==> config.mk <==
export PLATFORM = sky130hd
export DESIGN_NAME = pong_game_ctrl
export DESIGN_NICKNAME = d
export VERILOG_FILES = /design/src/rtl/pong_pkg.sv /design/src/rtl/bcd_score_counter.sv /design/src/rtl/pong_game_ctrl.sv
export SDC_FILE = /design/constraint.sdc
export NUM_CORES = 1
export LEC_CHECK = 0
export ABC_CLOCK_PERIOD_IN_PS = 1700
export CORE_UTILIZATION = 47
export DETAILED_ROUTE_END_ITERATION = 6
export PLACE_DENSITY = 0.87
export SKIP_LAST_GASP = 1
export SYNTH_ARGS = -nofsm -noshare
export SYNTH_HDL_FRONTEND = slang
export SYNTH_SLANG_ARGS = --single-unit
export TNS_END_PERCENT = 1
==> constraint.sdc <==
create_clock -name clk -period 1.7 [get_ports clk]
set_input_delay 0.34 -clock clk [delete_from_list [all_inputs] [get_ports clk]]
set_output_delay 0.34 -clock clk [all_outputs]
set_load 0.005 [all_outputs]
==> src/rtl/pong_pkg.sv <==
// Shared types and constants for the Pong game-sequencing controller.
//   state_e      : master FSM state encoding (also exported on game_state)
//   TXT_*        : bit positions inside text_en {score, logo, rule, over}
//   WINNER_*     : winner output codes
//   bcd_inc      : two-digit saturating BCD increment
package pong_pkg;

  typedef enum logic [1:0] {
    NEWGAME = 2'd0,
    PLAY    = 2'd1,
    NEWBALL = 2'd2,
    OVER    = 2'd3
  } state_e;

  localparam int TXT_SCORE = 3;
  localparam int TXT_LOGO  = 2;
  localparam int TXT_RULE  = 1;
  localparam int TXT_OVER  = 0;

  localparam logic [1:0] WINNER_NONE = 2'b00;
  localparam logic [1:0] WINNER_P1   = 2'b01;
  localparam logic [1:0] WINNER_P2   = 2'b10;
  localparam logic [1:0] WINNER_BOTH = 2'b11;

  // {tens, ones} + 1 in BCD; 99 holds at 99.
  function automatic logic [7:0] bcd_inc(input logic [7:0] v);
    logic [3:0] tens;
    logic [3:0] ones;
    tens = v[7:4];
    ones = v[3:0];
    if (tens == 4'd9 && ones == 4'd9) return v;
    else if (ones == 4'd9)            return {tens + 4'd1, 4'd0};
    else                              return {tens, ones + 4'd1};
  endfunction

endpackage

==> src/rtl/bcd_score_counter.sv <==
// Two-digit saturating BCD score counter.
//   clk, reset : system clock, synchronous active-high reset
//   clr        : synchronous clear to 00 (wins over inc)
//   inc        : add one point
//   ones, tens : registered BCD digits, each always 0..9
module bcd_score_counter
  import pong_pkg::*;
(
  input  logic       clk,
  input  logic       reset,
  input  logic       clr,
  input  logic       inc,
  output logic [3:0] ones,
  output logic [3:0] tens
);

  logic [3:0] ones_q, ones_d;
  logic [3:0] tens_q, tens_d;

  always_comb begin
    ones_d = ones_q;
    tens_d = tens_q;
    if (clr) begin
      ones_d = 4'd0;
      tens_d = 4'd0;
    end else if (inc) begin
      {tens_d, ones_d} = bcd_inc({tens_q, ones_q});
    end
  end

  always_ff @(posedge clk) begin
    if (reset) begin
      ones_q <= 4'd0;
      tens_q <= 4'd0;
    end else begin
      ones_q <= ones_d;
      tens_q <= tens_d;
    end
  end

  assign ones = ones_q;
  assign tens = tens_q;

endmodule

==> src/rtl/pong_game_ctrl.sv <==
// Pong game-sequencing controller: master game FSM, both BCD scores,
// overlay region enables, graphics freeze and winner latch.
//   clk, reset     : system clock, synchronous active-high reset
//   refresh_tick   : one pulse per frame, paces the NEWBALL/OVER timer
//   btn_any        : any paddle button held (starts game / serves)
//   p1_miss/p2_miss: ball passed left/right paddle (point to the other side)
//   dig0..dig3     : P1 ones/tens, P2 ones/tens (BCD)
//   text_en        : {score, logo, rule, over} overlay enables
//   gra_still      : freeze ball and paddles at serve positions
//   winner         : 01 P1, 10 P2, 11 both, 00 none (valid in OVER)
//   game_state     : current state encoding
//
// state   | meaning
// NEWGAME | title screen, waits for a button
// PLAY    | rally in progress, scoring on misses
// NEWBALL | pause between rallies, serve after timer expiry + button
// OVER    | game-over screen for WAIT_FRAMES frames
module pong_game_ctrl
  import pong_pkg::*;
#(
  parameter int WIN_SCORE   = 11,
  parameter int WAIT_FRAMES = 120
) (
  input  logic       clk,
  input  logic       reset,
  input  logic       refresh_tick,
  input  logic       btn_any,
  input  logic       p1_miss,
  input  logic       p2_miss,
  output logic [3:0] dig0,
  output logic [3:0] dig1,
  output logic [3:0] dig2,
  output logic [3:0] dig3,
  output logic [3:0] text_en,
  output logic       gra_still,
  output logic [1:0] winner,
  output logic [1:0] game_state
);

  localparam int              TW         = $clog2(WAIT_FRAMES + 1);
  localparam logic [TW-1:0]   TIMER_INIT = TW'(WAIT_FRAMES);
  localparam logic [7:0]      WIN_BCD    = {4'(WIN_SCORE / 10), 4'(WIN_SCORE % 10)};

  state_e          state_q, state_d;
  logic [TW-1:0]   timer_q, timer_d;
  logic [3:0]      text_en_q, text_en_d;
  logic            gra_still_q, gra_still_d;
  logic [1:0]      winner_q, winner_d;

  logic            p1_inc, p2_inc, score_clr;
  logic [7:0]      p1_score, p2_score, p1_next, p2_next;
  logic            p1_win, p2_win;

  bcd_score_counter u_p1_score (
    .clk   (clk),
    .reset (reset),
    .clr   (score_clr),
    .inc   (p1_inc),
    .ones  (dig0),
    .tens  (dig1)
  );

  bcd_score_counter u_p2_score (
    .clk   (clk),
    .reset (reset),
    .clr   (score_clr),
    .inc   (p2_inc),
    .ones  (dig2),
    .tens  (dig3)
  );

  // A miss credits the opposite player; the win test looks at the
  // post-increment score so the game ends on the scoring cycle.
  always_comb begin
    p1_inc   = (state_q == PLAY) && p2_miss;
    p2_inc   = (state_q == PLAY) && p1_miss;
    p1_score = {dig1, dig0};
    p2_score = {dig3, dig2};
    p1_next  = p1_inc ? bcd_inc(p1_score) : p1_score;
    p2_next  = p2_inc ? bcd_inc(p2_score) : p2_score;
    p1_win   = (p1_next == WIN_BCD);
    p2_win   = (p2_next == WIN_BCD);
  end

  always_comb begin
    state_d   = state_q;
    timer_d   = timer_q;
    winner_d  = winner_q;
    score_clr = 1'b0;
    case (state_q)
      NEWGAME: begin
        if (btn_any) state_d = PLAY;
      end
      PLAY: begin
        if (p1_inc || p2_inc) begin
          timer_d = TIMER_INIT;
          if (p1_win || p2_win) begin
            state_d  = OVER;
            winner_d = {p2_win, p1_win};
          end else begin
            state_d = NEWBALL;
          end
        end
      end
      NEWBALL: begin
        if (timer_q == '0) begin
          if (btn_any) state_d = PLAY;
        end else if (refresh_tick) begin
          timer_d = timer_q - TW'(1);
        end
      end
      OVER: begin
        if (timer_q == '0) begin
          state_d   = NEWGAME;
          winner_d  = WINNER_NONE;
          score_clr = 1'b1;
        end else if (refresh_tick) begin
          timer_d = timer_q - TW'(1);
        end
      end
      default: state_d = NEWGAME;
    endcase

    // Decode from the next state so outputs line up with game_state.
    text_en_d   = 4'b0000;
    gra_still_d = 1'b1;
    case (state_d)
      NEWGAME: begin
        text_en_d[TXT_LOGO]  = 1'b1;
        text_en_d[TXT_RULE]  = 1'b1;
        text_en_d[TXT_SCORE] = 1'b1;
      end
      PLAY: begin
        text_en_d[TXT_SCORE] = 1'b1;
        gra_still_d          = 1'b0;
      end
      NEWBALL: begin
        text_en_d[TXT_SCORE] = 1'b1;
      end
      default: begin
        text_en_d[TXT_SCORE] = 1'b1;
        text_en_d[TXT_OVER]  = 1'b1;
      end
    endcase
  end

  always_ff @(posedge clk) begin
    if (reset) begin
      state_q     <= NEWGAME;
      timer_q     <= TIMER_INIT;
      text_en_q   <= 4'b1110;
      gra_still_q <= 1'b1;
      winner_q    <= WINNER_NONE;
    end else begin
      state_q     <= state_d;
      timer_q     <= timer_d;
      text_en_q   <= text_en_d;
      gra_still_q <= gra_still_d;
      winner_q    <= winner_d;
    end
  end

  assign text_en    = text_en_q;
  assign gra_still  = gra_still_q;
  assign winner     = winner_q;
  assign game_state = state_q;

endmodule

==> metrics.md <==
| Metric | Value |
|---|---|
| First-pass GRT wire length | `7070 µm` |
| DR vias | `1676` |
| Crit path max fanout | `4` |
| Psw | `0.428 mW` |
| CP endpoint | `text_en[0]` |
| WL per Instance | `13.4 µm` |
| Internal power | `1.11 mW` |
| Vias in the first global route | `1604` |
| Ports | `31` |
| RSZ-0062 raised after global routing | `true` |
| Initial antenna violation count | `0` |
| Place WS | `-0.529 ns` |
| Inserted Clock Buffers | `5` |
| Final hold slack | `0.501 ns` |
| Die Y | `62.2 µm` |
| Die W | `62.2 µm` |
| Synthesized instance count | `195` |
| Clock root cell | `clkbuf_4` |
| Worst vdd ir | `0.405 mV` |
| CTS tree | `built` |
| Number of synthesized flops with an enable pin | `0` |
| CTS max path bufs | `2` |
| Pre-antenna DRT Iters | `4` |
| Die area | `3870 µm²` |
| Layout cells sized above 1 | `30.0%` |
| Netlist cell types | `56` |
| Hold WC Path Type | `flip-flop to flip-flop` |
| R2R Path End | `text_en[0]` |
| Clock transition at path regs | `0.10 ns` |
| Post-DR vias/cell | `5.25` |
| Kind of critical path | `flip-flop to flip-flop` |
| DP Cell Count | `307` |
| Synth Flop Type | `dfxtp_1` |
| Nets@finish | `284` |
| Fmax | `510 MHz` |
| Remaining DRCs | `0` |
| CP Launch Point | `u_p1_score.tens[1]` |
| Syn Area/Cell | `8.75 µm²` |
| R2R Setup Slk | `-0.26 ns` |
| GR Util All Layers | `23.0%` |
| Post-synth net total | `207` |
| R2R cell count | `8` |
| CTS Sinks | `30` |
| Post-DP HPWL | `3150 µm` |
| Crit end category | `flip-flop` |
| Setup violators final | `12` |
| Fin. max-slew vios | `0` |
| Flops & latches, synth | `30` |
| Mapped Area | `1710 µm²` |
| RePlAce Congestion | `0.850` |
| Failing checks | `negative setup slack` |
| Fin Clk Skew | `0.0148 ns` |
| Clock latency on the worst-skew pair | `0.33 ns` |
| Async set-or-reset flop fraction in the synthesized netlist | `0%` |
| Worst r2r src | `u_p1_score.tens[1]` |
| P_leak | `1.05 nW` |
| Fin worst setup slack | `-0.261 ns` |
| DR iter-0 viols | `74` |
| Buffers on Ports | `29` |
| Starting Density | `49.9%` |
| Seq pwr share | `49.3%` |
| Worst EP arrival | `2.19 ns` |
| Cell Count, Final, Fillers Out | `319` |
| Diode count | `0` |
| Area delta synth->final | `45.7%` |
| Crit share post-route | `115%` |
| Required @ worst endpoint | `1.93 ns` |
| Switching Fraction | `27.9%` |
| Routed Antenna Nets | `0` |
| Status | `complete, but fails checks` |
| Total grt overflow | `0` |
| Final hold vios | `0` |
| Yosys warning total | `0` |
| Max Cap Viol | `0` |
| Type of element launching the critical path | `flip-flop` |
| Min Tclk post-route | `1.96 ns` |
| Clock network power share | `29.4%` |
| Comb power frac | `21.3%` |
| H-tree Lvls | `2` |
| Largest net degree at the start of global routing | `17` |
| Row cnt | `21` |
| Sequential share of the synthesized area | `35.2%` |
| Post-Route WL | `4280 µm` |
| Core area | `3420 µm²` |
| Pwr dens | `618 nW/µm²` |
-- power groups by stage --
stage / Combinational [mW] / Clock [mW] / Sequential [mW]
finish: 0.328 / 0.451 / 0.758
global route: 0.357 / 0.505 / 0.762
CTS: 0.321 / 0.462 / 0.755
detailed placement: 0.318 / 0 / 0.772
global placement: 0.308 / 0 / 0.771
floorplan: 0.159 / 0 / 0.778
-- layer usage --
layer / track usage, % / vias up / wire length, µm
met5: 0 / - / 0
met4: 8.72 / 0 / 55
met3: 5.88 / 9 / 143
met2: 40.1 / 37 / 2130
met1: 27.0 / 788 / 1950
li1: - / 842 / -
-- through the flow --
stage	total power, mW	utilization (%)	instance area [µm²]	TNS (ns)
2_1_floorplan	0.937	-	1710	-0.453
3_3_place_gp	1.08	68.8	2350	-3.62
3_5_place_dp	1.09	68.8	2350	-4.45
4_1_cts	1.54	70.6	2410	-1.02
5_1_grt	1.62	72.7	2480	-3.61
6_report	1.54	72.7	2480	-1.17
-- layout make-up --
cell class                 count  area [µm²]
multi-input combinational    147        1060
fill                         254         931
timing repair buffer          79         666
sequential                    30         604
tap                           46        57.6
clock buffer                   7        55.1
inverter                       9        33.8
clock inverter                 1        5.00
-- worst min-delay path by stage --
stage	from	endpoint	slack, ns	cells after the start
after floorplan	reset	game_state[1]	0.41	1
after global placement	winner[1]	winner[1]	0.46	2
after detailed placement	timer_q[5]	timer_q[5]	0.48	2
after CTS	winner[0]	winner[0]	0.50	2
after global routing	winner[1]	winner[1]	0.54	2
final	winner[0]	winner[0]	0.50	2
-- critical path, stage by stage (launching register included) --
cell     delay, ns
dfxtp_2       0.35
inv_2         0.05
ha_4          0.14
and3b_2       0.20
or3_4         0.39
mux2_4        0.33
nand3_4       0.08
o21ai_4       0.07
o211a_1       0.24
-- state kept, by name (all words and copies together) (netlist names) --
signal and cells:
u_p2_score.ones 4, text_en 2, winner 2, game_state 2
u_p2_score.tens 4, timer_q 7, gra_still 1, u_p1_score.ones 4
u_p1_score.tens 4
-- synth_stat cells (all sizes together) (5+ instances only) --
library cell | n | area, µm²
nand3 | 9 | 50.1
nor2 | 23 | 86.3
o21ai | 9 | 52.6
and3b | 5 | 45.0
a21oi | 9 | 45.0
ha | 6 | 75.1
dfxtp | 30 | 601
buf | 7 | 42.5
nor3 | 6 | 30.0
inv | 9 | 33.8
nand2 | 17 | 63.8
xor2 | 8 | 70.1
-- placed cells by master (no fill, tap or decap), types with 8 or more instances in the layout --
cell             netlist  routed
nand2_1               17      17
nand3_1                8       8
a21oi_1                9       9
buf_4                  3      50
nor2_1                23      23
xor2_1                 8       8
clkdlybuf4s50_1        0      29
inv_1                  9       8
dfxtp_1               30      27
-- cells by family after synthesis --
family          count (synthesis)  share of synthesized area (%)
fa+ha+maj                       6                           4.40
xor+xnor                       12                           6.16
buf+inv                        18                           4.92
compound gates                 38                           16.4
simple gates                   88                           31.2
mux                             2                           1.47
flops                          30                           35.2
other cells                     1                          0.220
-- repair_timing --
action | in CTS | in global routing
pin swaps | 0 | 6
hold buffers | 0 | 0
resized for setup | 0 | 9
setup buffers | 0 | 4
endpoints found under the setup margin | 9 | 41
(Power assumes the default switching activity.)
